==> src/rtl/alu_pkg.sv <==
// rtl/alu_pkg.sv - Shared ALU op-codes, divider state encoding and 32-bit range constants.
package alu_pkg;

    localparam logic [5:0] OP_SUB = 6'h02;
    localparam logic [5:0] OP_MUL = 6'h16;
    localparam logic [5:0] OP_DIV = 6'h17;

    localparam int ALU_WIDTH = 32;
    localparam logic [ALU_WIDTH-1:0] ALU_MIN = 32'h8000_0000;
    localparam logic [ALU_WIDTH-1:0] ALU_MAX = 32'h7FFF_FFFF;

    typedef enum logic [1:0] {
        IDLE,
        CALC,
        FIX
    } div_state_t;

endpackage

==> src/rtl/div_step.sv <==
// rtl/div_step.sv - One combinational restoring-division iteration on unsigned magnitudes.
module div_step #(
    parameter int WIDTH = 32
) (
    input  logic [WIDTH-1:0] rem_in,
    input  logic             dvd_bit,
    input  logic [WIDTH-1:0] divisor,
    output logic [WIDTH-1:0] rem_out,
    output logic             q_bit
);

    logic [WIDTH:0]   shifted;
    logic [WIDTH-1:0] diff;

    // A kept remainder is below the divisor, so only the shifted value needs the extra bit.
    always_comb begin
        shifted = {rem_in, dvd_bit};
        q_bit   = (shifted >= {1'b0, divisor});
        diff    = shifted[WIDTH-1:0] - divisor;
        rem_out = q_bit ? diff : shifted[WIDTH-1:0];
    end

endmodule

==> src/rtl/alu_div_seq.sv <==
// rtl/alu_div_seq.sv - Sequential signed restoring divider (OP_DIV); DIV_EARLY_OUT_EN enables small-dividend fast path.
module alu_div_seq
    import alu_pkg::*;
#(
    parameter int WIDTH = ALU_WIDTH,
    parameter int CNT_W = 6
) (
    input  logic             clk,
    input  logic             rst,
    input  logic             start,
    input  logic [WIDTH-1:0] ALU_in1,
    input  logic [WIDTH-1:0] ALU_in2,
    output logic             busy,
    output logic             done,
    output logic [WIDTH-1:0] quotient,
    output logic [WIDTH-1:0] remainder,
    output logic             N,
    output logic             Z,
    output logic             V
);

    localparam logic [WIDTH-1:0] MIN_VAL  = {1'b1, {(WIDTH-1){1'b0}}};
    localparam logic [WIDTH-1:0] ALL_ONES = {WIDTH{1'b1}};
    localparam logic [CNT_W-1:0] LAST_CNT = CNT_W'(WIDTH-1);

    div_state_t       state;
    logic [CNT_W-1:0] cnt;
    logic [WIDTH-1:0] rem_acc;
    logic [WIDTH-1:0] dvd_sh;
    logic [WIDTH-1:0] div_abs;
    logic             q_neg;
    logic             r_neg;
    logic             fast;
    logic             v_pend;

    logic [WIDTH-1:0] abs1;
    logic [WIDTH-1:0] abs2;
    logic             div_zero;
    logic             min_ovf;
    logic [WIDTH-1:0] step_rem;
    logic             step_q;
    logic [WIDTH-1:0] q_fin;
    logic [WIDTH-1:0] r_fin;

    always_comb begin
        abs1     = ALU_in1[WIDTH-1] ? (~ALU_in1 + 1'b1) : ALU_in1;
        abs2     = ALU_in2[WIDTH-1] ? (~ALU_in2 + 1'b1) : ALU_in2;
        div_zero = (ALU_in2 == '0);
        min_ovf  = (ALU_in1 == MIN_VAL) && (ALU_in2 == ALL_ONES);
    end

    div_step #(
        .WIDTH(WIDTH)
    ) u_step (
        .rem_in (rem_acc),
        .dvd_bit(dvd_sh[WIDTH-1]),
        .divisor(div_abs),
        .rem_out(step_rem),
        .q_bit  (step_q)
    );

    // Fast-path results are preloaded raw at start and bypass sign correction.
    always_comb begin
        q_fin = dvd_sh;
        r_fin = rem_acc;
        if (!fast) begin
            if (q_neg) q_fin = ~dvd_sh + 1'b1;
            if (r_neg) r_fin = ~rem_acc + 1'b1;
        end
    end

    always_ff @(posedge clk) begin
        if (rst) begin
            state     <= IDLE;
            cnt       <= '0;
            rem_acc   <= '0;
            dvd_sh    <= '0;
            div_abs   <= '0;
            q_neg     <= 1'b0;
            r_neg     <= 1'b0;
            fast      <= 1'b0;
            v_pend    <= 1'b0;
            busy      <= 1'b0;
            done      <= 1'b0;
            quotient  <= '0;
            remainder <= '0;
            N         <= 1'b0;
            Z         <= 1'b1;
            V         <= 1'b0;
        end else begin
            done <= 1'b0;
            case (state)
                IDLE: begin
                    if (start) begin
                        busy    <= 1'b1;
                        cnt     <= '0;
                        q_neg   <= ALU_in1[WIDTH-1] ^ ALU_in2[WIDTH-1];
                        r_neg   <= ALU_in1[WIDTH-1];
                        div_abs <= abs2;
                        if (div_zero) begin
                            fast    <= 1'b1;
                            v_pend  <= 1'b1;
                            dvd_sh  <= ALL_ONES;
                            rem_acc <= ALU_in1;
                            state   <= FIX;
                        end else if (min_ovf) begin
                            fast    <= 1'b1;
                            v_pend  <= 1'b1;
                            dvd_sh  <= MIN_VAL;
                            rem_acc <= '0;
                            state   <= FIX;
`ifdef DIV_EARLY_OUT_EN
                        end else if (abs1 < abs2) begin
                            fast    <= 1'b1;
                            v_pend  <= 1'b0;
                            dvd_sh  <= '0;
                            rem_acc <= ALU_in1;
                            state   <= FIX;
`endif
                        end else begin
                            fast    <= 1'b0;
                            v_pend  <= 1'b0;
                            dvd_sh  <= abs1;
                            rem_acc <= '0;
                            state   <= CALC;
                        end
                    end
                end
                CALC: begin
                    // dvd_sh shifts dividend bits out the top and quotient bits in the bottom.
                    rem_acc <= step_rem;
                    dvd_sh  <= {dvd_sh[WIDTH-2:0], step_q};
                    cnt     <= cnt + 1'b1;
                    if (cnt == LAST_CNT) state <= FIX;
                end
                FIX: begin
                    quotient  <= q_fin;
                    remainder <= r_fin;
                    N         <= q_fin[WIDTH-1];
                    Z         <= (q_fin == '0);
                    V         <= v_pend;
                    done      <= 1'b1;
                    busy      <= 1'b0;
                    state     <= IDLE;
                end
                default: state <= IDLE;
            endcase
        end
    end

endmodule

==> config.mk <==
export PLATFORM = sky130hd
export DESIGN_NAME = alu_div_seq
export DESIGN_NICKNAME = d
export VERILOG_FILES = /design/src/rtl/alu_pkg.sv /design/src/rtl/div_step.sv /design/src/rtl/alu_div_seq.sv
export SDC_FILE = /design/constraint.sdc
export NUM_CORES = 1
export LEC_CHECK = 0
export CAP_MARGIN = 20
export CORE_MARGIN = 2
export CORE_UTILIZATION = 55
export CTS_CLUSTER_SIZE = 40
export DETAILED_ROUTE_END_ITERATION = 16
export PLACE_DENSITY = 0.84
export SLEW_MARGIN = 40
export SYNTH_ARGS = -nofsm -noshare
export SYNTH_HDL_FRONTEND = slang
export SYNTH_SLANG_ARGS = --single-unit
==> constraint.sdc <==
create_clock -name clk -period 8.42 [get_ports clk]
set_input_delay 1.263 -clock clk [delete_from_list [all_inputs] [get_ports clk]]
set_output_delay 1.263 -clock clk [all_outputs]
set_load 0.02 [all_outputs]
**Word-level counts from Yosys, hierarchy flattened**

Index checks and enable logic that the tools add are counted.

- Register bits: 176
- Output and inout port bits: 69
- Word-level logic and storage cells: 70

- Add/subtract/negate cells: 6
- Magnitude comparators: 1
- Equality and inequality tests: 7
- Mux-type cells: 26
- Bitwise gates (word level): 5
- Reductions and logical operators: 10

Operator list:

| operator | count |
|---|---|
| two-way mux 32 bit | 12 |
| adder 32 x 1 -> 32 bit (second input constant) | 4 |
| NOT 32 bit | 4 |
| one-hot mux 32 bit (2 select lines) | 2 |
| == test 32 bit (second input constant) | 2 |
| zero test 32 bit | 2 |
| greater-or-equal comparator 33 x 32 -> 1 bit | 1 |
| subtractor 32 bit | 1 |
| one-hot mux 6 bit (2 select lines) | 1 |
| two-way mux 2 bit | 4 |
| AND reduction 2 bit | 4 |
| adder 6 x 1 -> 6 bit (second input constant) | 1 |
| == test 6 x 5 -> 1 bit (second input constant) | 1 |
| two-way mux 6 bit | 1 |
| two-way mux 1 bit | 4 |
| != test 2 bit (second input constant) | 2 |
| one-hot mux 2 bit (2 select lines) | 1 |
| nonzero test 2 bit | 2 |
| == test 2 x 1 -> 1 bit (second input constant) | 1 |
| == test 2 bit (second input constant) | 1 |
| zero test 2 bit | 1 |
| one-hot mux 1 bit (2 select lines) | 1 |
| logical AND 1 bit | 1 |
| bitwise XOR 1 bit | 1 |

**Logic depth before layout (Yosys ltp)**

Gate-level depths: netlist of run 1.

- Depth in word-level cells: 7
- Mapped depth: 13
- Gate-level depth less buffers: 12

**Modules after synthesis**

Synthesis of run 1 repeated with hierarchy kept, for this count alone.

- Cell total of the unflattened synthesis: 1579
- Area, all modules: 12345.6 um^2

Modules (own cells, without submodules):

| module | times used | cells each | area each (um^2) |
|---|---|---|---|
| alu_div_seq | 1 | 1256 | 10014.6 |
| div_step | 1 | 323 | 2331.0 |

**Least setup slack after synthesis of run 1**

No wires, ideal clock.

- Path type: input port to flip-flop
- Start: in ALU_in1[24]
- End: reg dvd_sh[5]
- Data arrival time: 3267 ps
- Required time: 8288 ps
- Setup slack: 5021 ps
- Cell stages on the path: 8
- Cells stage by stage: or4_1 or3_1 or3b_1 nor3_2 buf_2 nor2_1 o221ai_1 a21oi_1

- Cells in the longest elaborated chain, start to end: 6

RTL lines:

| element | RTL line | source |
|---|---|---|
| start: declaration | alu_div_seq.sv:11 | `input logic [WIDTH-1:0] ALU_in1,` |
| == test 32 bit | alu_div_seq.sv:49 | `min_ovf = (ALU_in1 == MIN_VAL) && (ALU_in2 == ALL_ONES);` |
| logical AND 1 bit | alu_div_seq.sv:49 |  |
| two-way mux 32 bit | alu_div_seq.sv:106 | `end else if (min_ovf) begin` |
| two-way mux 32 bit | alu_div_seq.sv:100 | `if (div_zero) begin` |
| two-way mux 32 bit | alu_div_seq.sv:94 | `if (start) begin` |
| one-hot mux 32 bit (2 select lines) | alu_div_seq.sv:92 | `case (state)` |
| end signal: assignment | alu_div_seq.sv:123 | `dvd_sh <= abs1;` |
| end signal: assignment | alu_div_seq.sv:132 | `dvd_sh <= {dvd_sh[WIDTH-2:0], step_q};` |
| end: declaration | alu_div_seq.sv:29 | `logic [WIDTH-1:0] dvd_sh;` |

No other way between the ends. The select of a mux whose other input is x is not followed.
A chain may end at the register's enable or synchronous reset.

**Worst setup path after layout of run 1**

- Start: in ALU_in1[4]
- End: reg dvd_sh[29]

- Cells in the longest elaborated chain, start to end: 7
- Elaborated cells on any way between the ends: 9

RTL lines:

| element | RTL line | source |
|---|---|---|
| NOT 32 bit | alu_div_seq.sv:46 | `abs1 = ALU_in1[WIDTH-1] ? (~ALU_in1 + 1'b1) : ALU_in1;` |
| adder 32 x 1 -> 32 bit | alu_div_seq.sv:46 |  |
| two-way mux 32 bit | alu_div_seq.sv:46 |  |
| two-way mux 32 bit (*) | alu_div_seq.sv:106 |  |
| two-way mux 32 bit (*) | alu_div_seq.sv:100 |  |
| two-way mux 32 bit (*) | alu_div_seq.sv:94 |  |
| one-hot mux 32 bit (2 select lines) (*) | alu_div_seq.sv:92 |  |

Every way passes the cells marked *; elsewhere a longest branch is shown, timed or not. The select of a mux whose other input is x is not followed.

==> summary.txt, run 1 <==
Placer congestion estimate -> 0.9884
Resized cells post-CTS -> 0
Synth Area in Simple Gates -> 0.2145
RSZ-0062 raised after global routing -> false
XOR/XNOR Fraction of Synth Area -> 0.09686
Post-synthesis adder-cell area fraction -> 0.04256
Peak VDD IR -> 0.1349 mV
Via count -> 12240
# clock sinks -> 175
Critical path required time -> 8.71 ns
Clock Skews -> 0.01103 ns
Initial antenna violation count -> 1
Crit start category -> primary input
Fmax -> 250.4 MHz
Root buf cell -> clkbuf_16
Worst slew pin tran -> 0.8095 ns
Clock Tree Buf Depth -> 2
Async set-reset flop share out of synthesis -> 0
Reg-to-reg endpoint -> rem_acc[11]
Post-synthesis area per instance -> 7.579 µm²
FP Rows -> 53
PortBufs -> 135
Ys flop type -> dfxtp_1
Worst reg-to-reg setup slack -> 4.88 ns
Post-Route Utilization -> 0.6596
Final Max Slew Viols -> 0
Area grow syn2layout -> 16.90%
Routed WL -> 37090 µm
R2R depth -> 9
CTS tree -> done
Slew headroom -> 0.4604
Multiplexer share of the synthesized area -> 0.006184
Top post-synthesis cells by area -> dfxtp_1 (29%), a211oi_1 (7.2%), nor2_1 (6.3%)
PwrDens -> 246.8 nW/µm²
Minimum clock period -> 3.993 ns
Final Hold Vio Count -> 0
CP arrival -> 4.28 ns
Die Width -> 151.3 µm
GRT Overall Usage -> 0.3256
Postcts setup bufs -> 0
Hold Crit Class -> register to register
Syn Nets -> 1682
Critical Path End Type -> register
Largest family of logic cells by synthesized area -> compound AO/OA/AOI/OAI gates
DP Area -> 13340 µm²
Maxcap violations -> 0
1st-pass router iterations -> 6
Distinct cells, synth -> 76
Die height -> 151.3 µm
# diodes -> 0
Worst skew pair latency -> 0.43 ns
Leak -> 4.851 nW
Worst-path clk slew -> 0.07 ns
Routed Antenna Nets -> 0
Ports -> 136
Nets -> 1736
Final instance area -> 13950 µm²
Area leader, netlist -> dfxtp_1
DR WL/cell -> 19.35 µm
Reg2Reg Launch Point -> rem_acc[3]
Post-synthesis compound-gate area fraction -> 0.2898
Number of flops mapped to enable cells by yosys -> 0
CTS HTree Levels -> 4
Area share of the largest cell type after synthesis -> 0.2935
Flip-flop and latch count after synthesis -> 175
# DRC -> 0
Yosys warnings -> 0
Final setup vio count -> 0
Global-route wire length before repair -> 58590 µm
Congestion Overflow GR -> 0
Status -> completed
Vias per inst -> 6.385
Largest net degree at the start of global routing -> 100
Fillers -> 1879
DP HPWL -> 27830 µm
Vias in the first global route -> 10876
Post-CTS Hold Buffers -> 0
Setup crit end -> dvd_sh[29]
Initial core utilization -> 0.5643
CP Class -> primary input to register
Drt initial violations -> 1133
Core area -> 21150 µm²
Fin Setup TNS -> 0 ns
Critical path peak fanout -> 14
Total die area -> 22900 µm²
Cell Area, Synth -> 11940 µm²
Final period util -> 0.4743
Layout cells sized above 1 -> 0.05542
TritonCTS buffer count -> 17
Crit. Startpoint -> ALU_in1[4]
Sequential-to-total area share from yosys stat -> 0.2935
Synthesized netlist cell count -> 1575
## through the flow
stage	total power, mW	hold WS [ns]	worst slack (ns)	std cells
after floorplan	2.178	0.4319	5.021	1575
after global placement	2.585	0.4407	3.911	1884
after detailed placement	2.610	0.4457	3.976	1885
after CTS	3.404	0.4555	4.404	1917
after global routing	3.640	0.4721	4.188	1917
final	3.443	0.4545	4.427	1917
## worst min path at each step
| stage | from | end | slack, ns | cells past startpoint |
|---|---|---|---|---|
| 4_1_cts | remainder[26] | remainder[26] | 0.46 | 2 |
| 3_5_place_dp | remainder[26] | remainder[26] | 0.45 | 2 |
| 3_3_place_gp | div_abs[30] | div_abs[30] | 0.44 | 2 |
| 6_report | remainder[26] | remainder[26] | 0.45 | 2 |
| 2_1_floorplan | div_abs[26] | div_abs[26] | 0.43 | 2 |
| 5_1_grt | div_abs[30] | div_abs[30] | 0.47 | 2 |
## synthesized netlist by cell type (27+ instances only)
library cell	n
dfxtp_1	175
xor2_1	62
a21oi_1	130
o21ai_0	68
ha_1	39
o31ai_1	27
a31oi_1	30
nand2_1	128
a211oi_1	114
inv_1	62
clkbuf_1	89
nor2_1	200
xnor2_1	70
nor3_1	40
## worst max-delay path: stages
cell	delay (ns)
clkdlybuf4s50_1	0.49
or4_1	0.61
nor4_1	0.36
nand4b_1	0.35
nor3_4	0.66
nor3_1	0.11
a21o_1	0.17
o221ai_1	0.15
a21oi_1	0.11
## registers in the layout, summed over array words and instances (netlist names)
signal / cells
state: 2
done: 1
V: 1
div_abs: 32
r_neg: 1
q_neg: 1
v_pend: 1
quotient: 32
rem_acc: 32
cnt: 6
dvd_sh: 32
remainder: 32
busy: 1
Z: 1
## cell families (layout without fill, tap and decap cells)
logic type | after synthesis | after routing
flops | 175 | 175
buf+inv | 174 | 241
compound gates | 513 | 513
mux | 7 | 7
simple gates | 534 | 534
xor+xnor | 132 | 132
fa+ha+maj | 40 | 40
## where the power goes
part	internal (mW)	switching, mW
Combinational	0.597	0.956
Sequential	0.927	0.162
Clock	0.427	0.375
## final cells by class
type	instances	area [µm²]	share of cell area
clock inverter	14	148.9	0.01067
tap	275	344.1	0.02466
clock buffer	18	439.2	0.03147
inverter	63	236.5	0.01695
sequential	175	3503	0.2511
timing repair buffer	146	1455	0.1043
multi-input combinational	1226	7826	0.5609
## cells in the final DEF, fill, tap and decap left out, types with 62 or more instances in the layout
master	Yosys	routed
xnor2_1	70	70
o21ai_0	68	68
dfxtp_1	175	175
inv_1	62	62
nor2_1	200	196
clkdlybuf4s50_1	0	134
a211oi_1	114	114
xor2_1	62	62
nand2_1	128	127
a21oi_1	130	130
## metal layers
| metal | global-route usage | wire [µm] | part of all wire |
|---|---|---|---|
| met1 | 0.4395 | 15820 | 0.43 |
| met2 | 0.5152 | 16540 | 0.45 |
| met3 | 0.05331 | 3009 | 0.081 |
| met4 | 0.1383 | 1718 | 0.046 |
| met5 | 0 | 0 | 0 |
No activity file was read; power rests on OpenSTA's default activity.
==> run 2, diff against run 1 <==
--- a/config.mk
+++ b/config.mk
@@ -7,7 +7,7 @@
 export LEC_CHECK = 0
 export CAP_MARGIN = 20
 export CORE_MARGIN = 2
-export CORE_UTILIZATION = 55
+export CORE_UTILIZATION = 52
 export CTS_CLUSTER_SIZE = 40
 export DETAILED_ROUTE_END_ITERATION = 16
 export PLACE_DENSITY = 0.84
==> constraint.sdc (replaced) <==
create_clock -name clk -period 3.5 [get_ports clk]
set_input_delay 0.525 -clock clk [delete_from_list [all_inputs] [get_ports clk]]
set_output_delay 0.525 -clock clk [all_outputs]
set_load 0.02 [all_outputs]
==> run 2 against run 1 <==
Clock-buffer cell count grew 3. Largest cell class unchanged. Via count increased by 3.3%. First-iteration DRC count increased by 19%. Routed wire length grew 6.0%. Worst hold slack gained 0.0010 ns. Worst setup slack got worse by 4.2 ns. Sequential power is 130% higher.
==> summary.txt, run 2 (synthesized netlist as in run 1, its figures left out) <==
Status -> completed
Crit. Startpoint -> ALU_in1[15]
Layout cells sized above 1 -> 0.08509 (+0.02967)
Setup crit end -> dvd_sh[13]
Die Width -> 155.5 µm (+2.8%)
Via count -> 12640 (+3.3%)
Worst skew pair latency -> 0.44 ns (about the same)
Congestion Overflow GR -> 0 (unchanged)
Vias per inst -> 6.355 (-0.47%)
Placer congestion estimate -> 0.9733 (-1.5%)
Final period util -> 0.9294
Fin Setup TNS -> 0 ns (unchanged)
Postcts setup bufs -> 0 (unchanged)
Final Max Slew Viols -> 0 (unchanged)
Fmax -> 307.4 MHz
Slew headroom -> 0.4418 (-0.01861)
Final cell count without fillers -> 1989 (+3.8%)
Routed Antenna Nets -> 0 (unchanged)
Crit start category -> primary input
Worst-path clk slew -> 0.07 ns (about the same)
Reg-to-reg endpoint -> rem_acc[30]
Vias in the first global route -> 11488 (+5.6%)
Die height -> 155.5 µm (+2.8%)
Most frequent cells in the layout -> nor2_1 (196), dfxtp_1 (175), clkdlybuf4s50_1 (134), a21oi_1 (130), nand2_1 (128)
Worst slew pin tran -> 0.8357 ns (+0.02619 ns)
Ports -> 136 (unchanged)
CTS tree -> done
Core area -> 22570 µm² (+6.7%)
Peak VDD IR -> 0.3813 mV (+180%)
Maxcap violations -> 0 (unchanged)
PortBufs -> 135 (unchanged)
# diodes -> 0 (unchanged)
DP HPWL -> 30100 µm (+8.2%)
Final Hold Vio Count -> 0 (unchanged)
FP Rows -> 55 (+3.8%)
Total die area -> 24180 µm² (+5.6%)
1st-pass router iterations -> 5 (-1)
# DRC -> 0 (unchanged)
Commonest non-fill, non-tap cell in the layout -> nor2_1
CP Class -> primary input to register
Initial core utilization -> 0.5288 (-0.03544)
Clock Skews -> 0.01543 ns (+0.004398 ns)
Nets -> 1798 (+3.6%)
RSZ-0062 raised after global routing -> false
CP arrival -> 3.56 ns (-0.72 ns)
GRT Overall Usage -> 0.3214 (-0.004190)
CTS HTree Levels -> 4 (unchanged)
Drt initial violations -> 1349 (+19%)
Clock Tree Buf Depth -> 2 (unchanged)
CP max stage delay -> 0.58 ns (-0.08 ns)
Critical Path End Type -> register
Met3 wire len -> 3500 µm (+16%)
Placed cells -> 1957 (+3.8%)
Metal-1 WL -> 16600 µm (+4.9%)
Routed WL -> 39320 µm (+6.0%)
Worst reg-to-reg setup slack -> 0.29 ns (-4.59 ns)
Area grow syn2layout -> 20.42%
R2R depth -> 11 (+2)
TritonCTS buffer count -> 17 (unchanged)
Final setup vio count -> 0 (unchanged)
Min Hold Slack -> 0.4555 ns (+0.001008 ns)
Leak -> 5.129 nW (+5.7%)
Initial antenna violation count -> 0 (-1)
Critical path's slowest cell -> clkdlybuf4s50_1
Resized cells post-CTS -> 0 (unchanged)
# clock sinks -> 175 (unchanged)
Critical path required time -> 3.80 ns (-4.91 ns)
PwrDens -> 584.8 nW/µm² (+140%)
Hold Crit Class -> register to register
Post-CTS Hold Buffers -> 0 (unchanged)
Top sig layer -> met4
Reg2Reg Launch Point -> div_abs[0]
Root buf cell -> clkbuf_16
Global-route wire length before repair -> 61630 µm (+5.2%)
WL met2 -> 17300 µm (+4.6%)
Critical path peak fanout -> 9 (-5)
Largest net degree at the start of global routing -> 128 (+28%)
Cells along the critical path -> clkdlybuf4s50_1 > or3_1 > nor4_1 > nand4b_1 > nor3_2 > buf_4 > o21ai_0 > o211ai_1 > a21oi_1
DR WL/cell -> 19.77 µm (+2.2%)
Minimum clock period -> 3.253 ns
==> run 2: cell count changes in the layout (fill, tap and decap cells not counted), sizes merged <==
cell / before / now
buf: 12 / 74
clkbuf: 18 / 21
inv: 70 / 68
bufinv: 1 / 0
==> run 2: worst max-delay path, delay by kind of cell <==
family,cells,cell delay [ns]
buffers and inverters,2,0.84
AOI/OAI and AO/OA,3,0.32
and+or+nand+nor,4,1.87
==> run 2: power breakdown <==
part | switching [mW] | leakage, nW | internal, mW | total, mW
sequential | 0.326 | 1.43 | 2.23 | 2.56
combinational | 2.42 | 3.43 | 1.57 | 3.99
clock | 0.892 | 0.265 | 0.967 | 1.86
==> run 2: worst min-delay path by stage <==
stage | to | start | slack (ns) | cells after the start
after floorplan | div_abs[26] | div_abs[26] | 0.43 | 2
after global placement | remainder[26] | remainder[26] | 0.44 | 2
after detailed placement | div_abs[26] | div_abs[26] | 0.45 | 2
after CTS | div_abs[26] | div_abs[26] | 0.46 | 2
after global routing | div_abs[26] | div_abs[26] | 0.48 | 2
final | div_abs[26] | div_abs[26] | 0.46 | 2
==> run 2: routing by layer <==
metal	track usage	up-vias
li1	-	6050
met4	0.1603	0
met1	0.4263	5842
met2	0.5084	636
met3	0.05153	112
met5	0	-
==> run 2: final cells by class <==
class,count,area [µm²]
Inverter,63,236.5
Tap cell,285,356.6
Fill cell,1975,8198
Clock buffer,21,460.4
Clock inverter,11,97.59
Multi-Input combinational cell,1226,7785
Sequential cell,175,3503
Timing Repair Buffer,208,1934
==> run 2: stage by stage <==
step | area (µm²) | setup WS (ns) | power, mW | utilization
6_report | 14370 | 0.2473 | 8.406 | 0.6368
5_1_grt | 14370 | 0.1728 | 8.871 | 0.6368
4_1_cts | 14370 | 0.3188 | 8.315 | 0.6367
3_5_place_dp | 13810 | -0.07837 | 6.472 | 0.6120
3_3_place_gp | 13810 | 0.06102 | 6.408 | 0.6120
2_1_floorplan | 11940 | 0.7389 | 5.240 | -
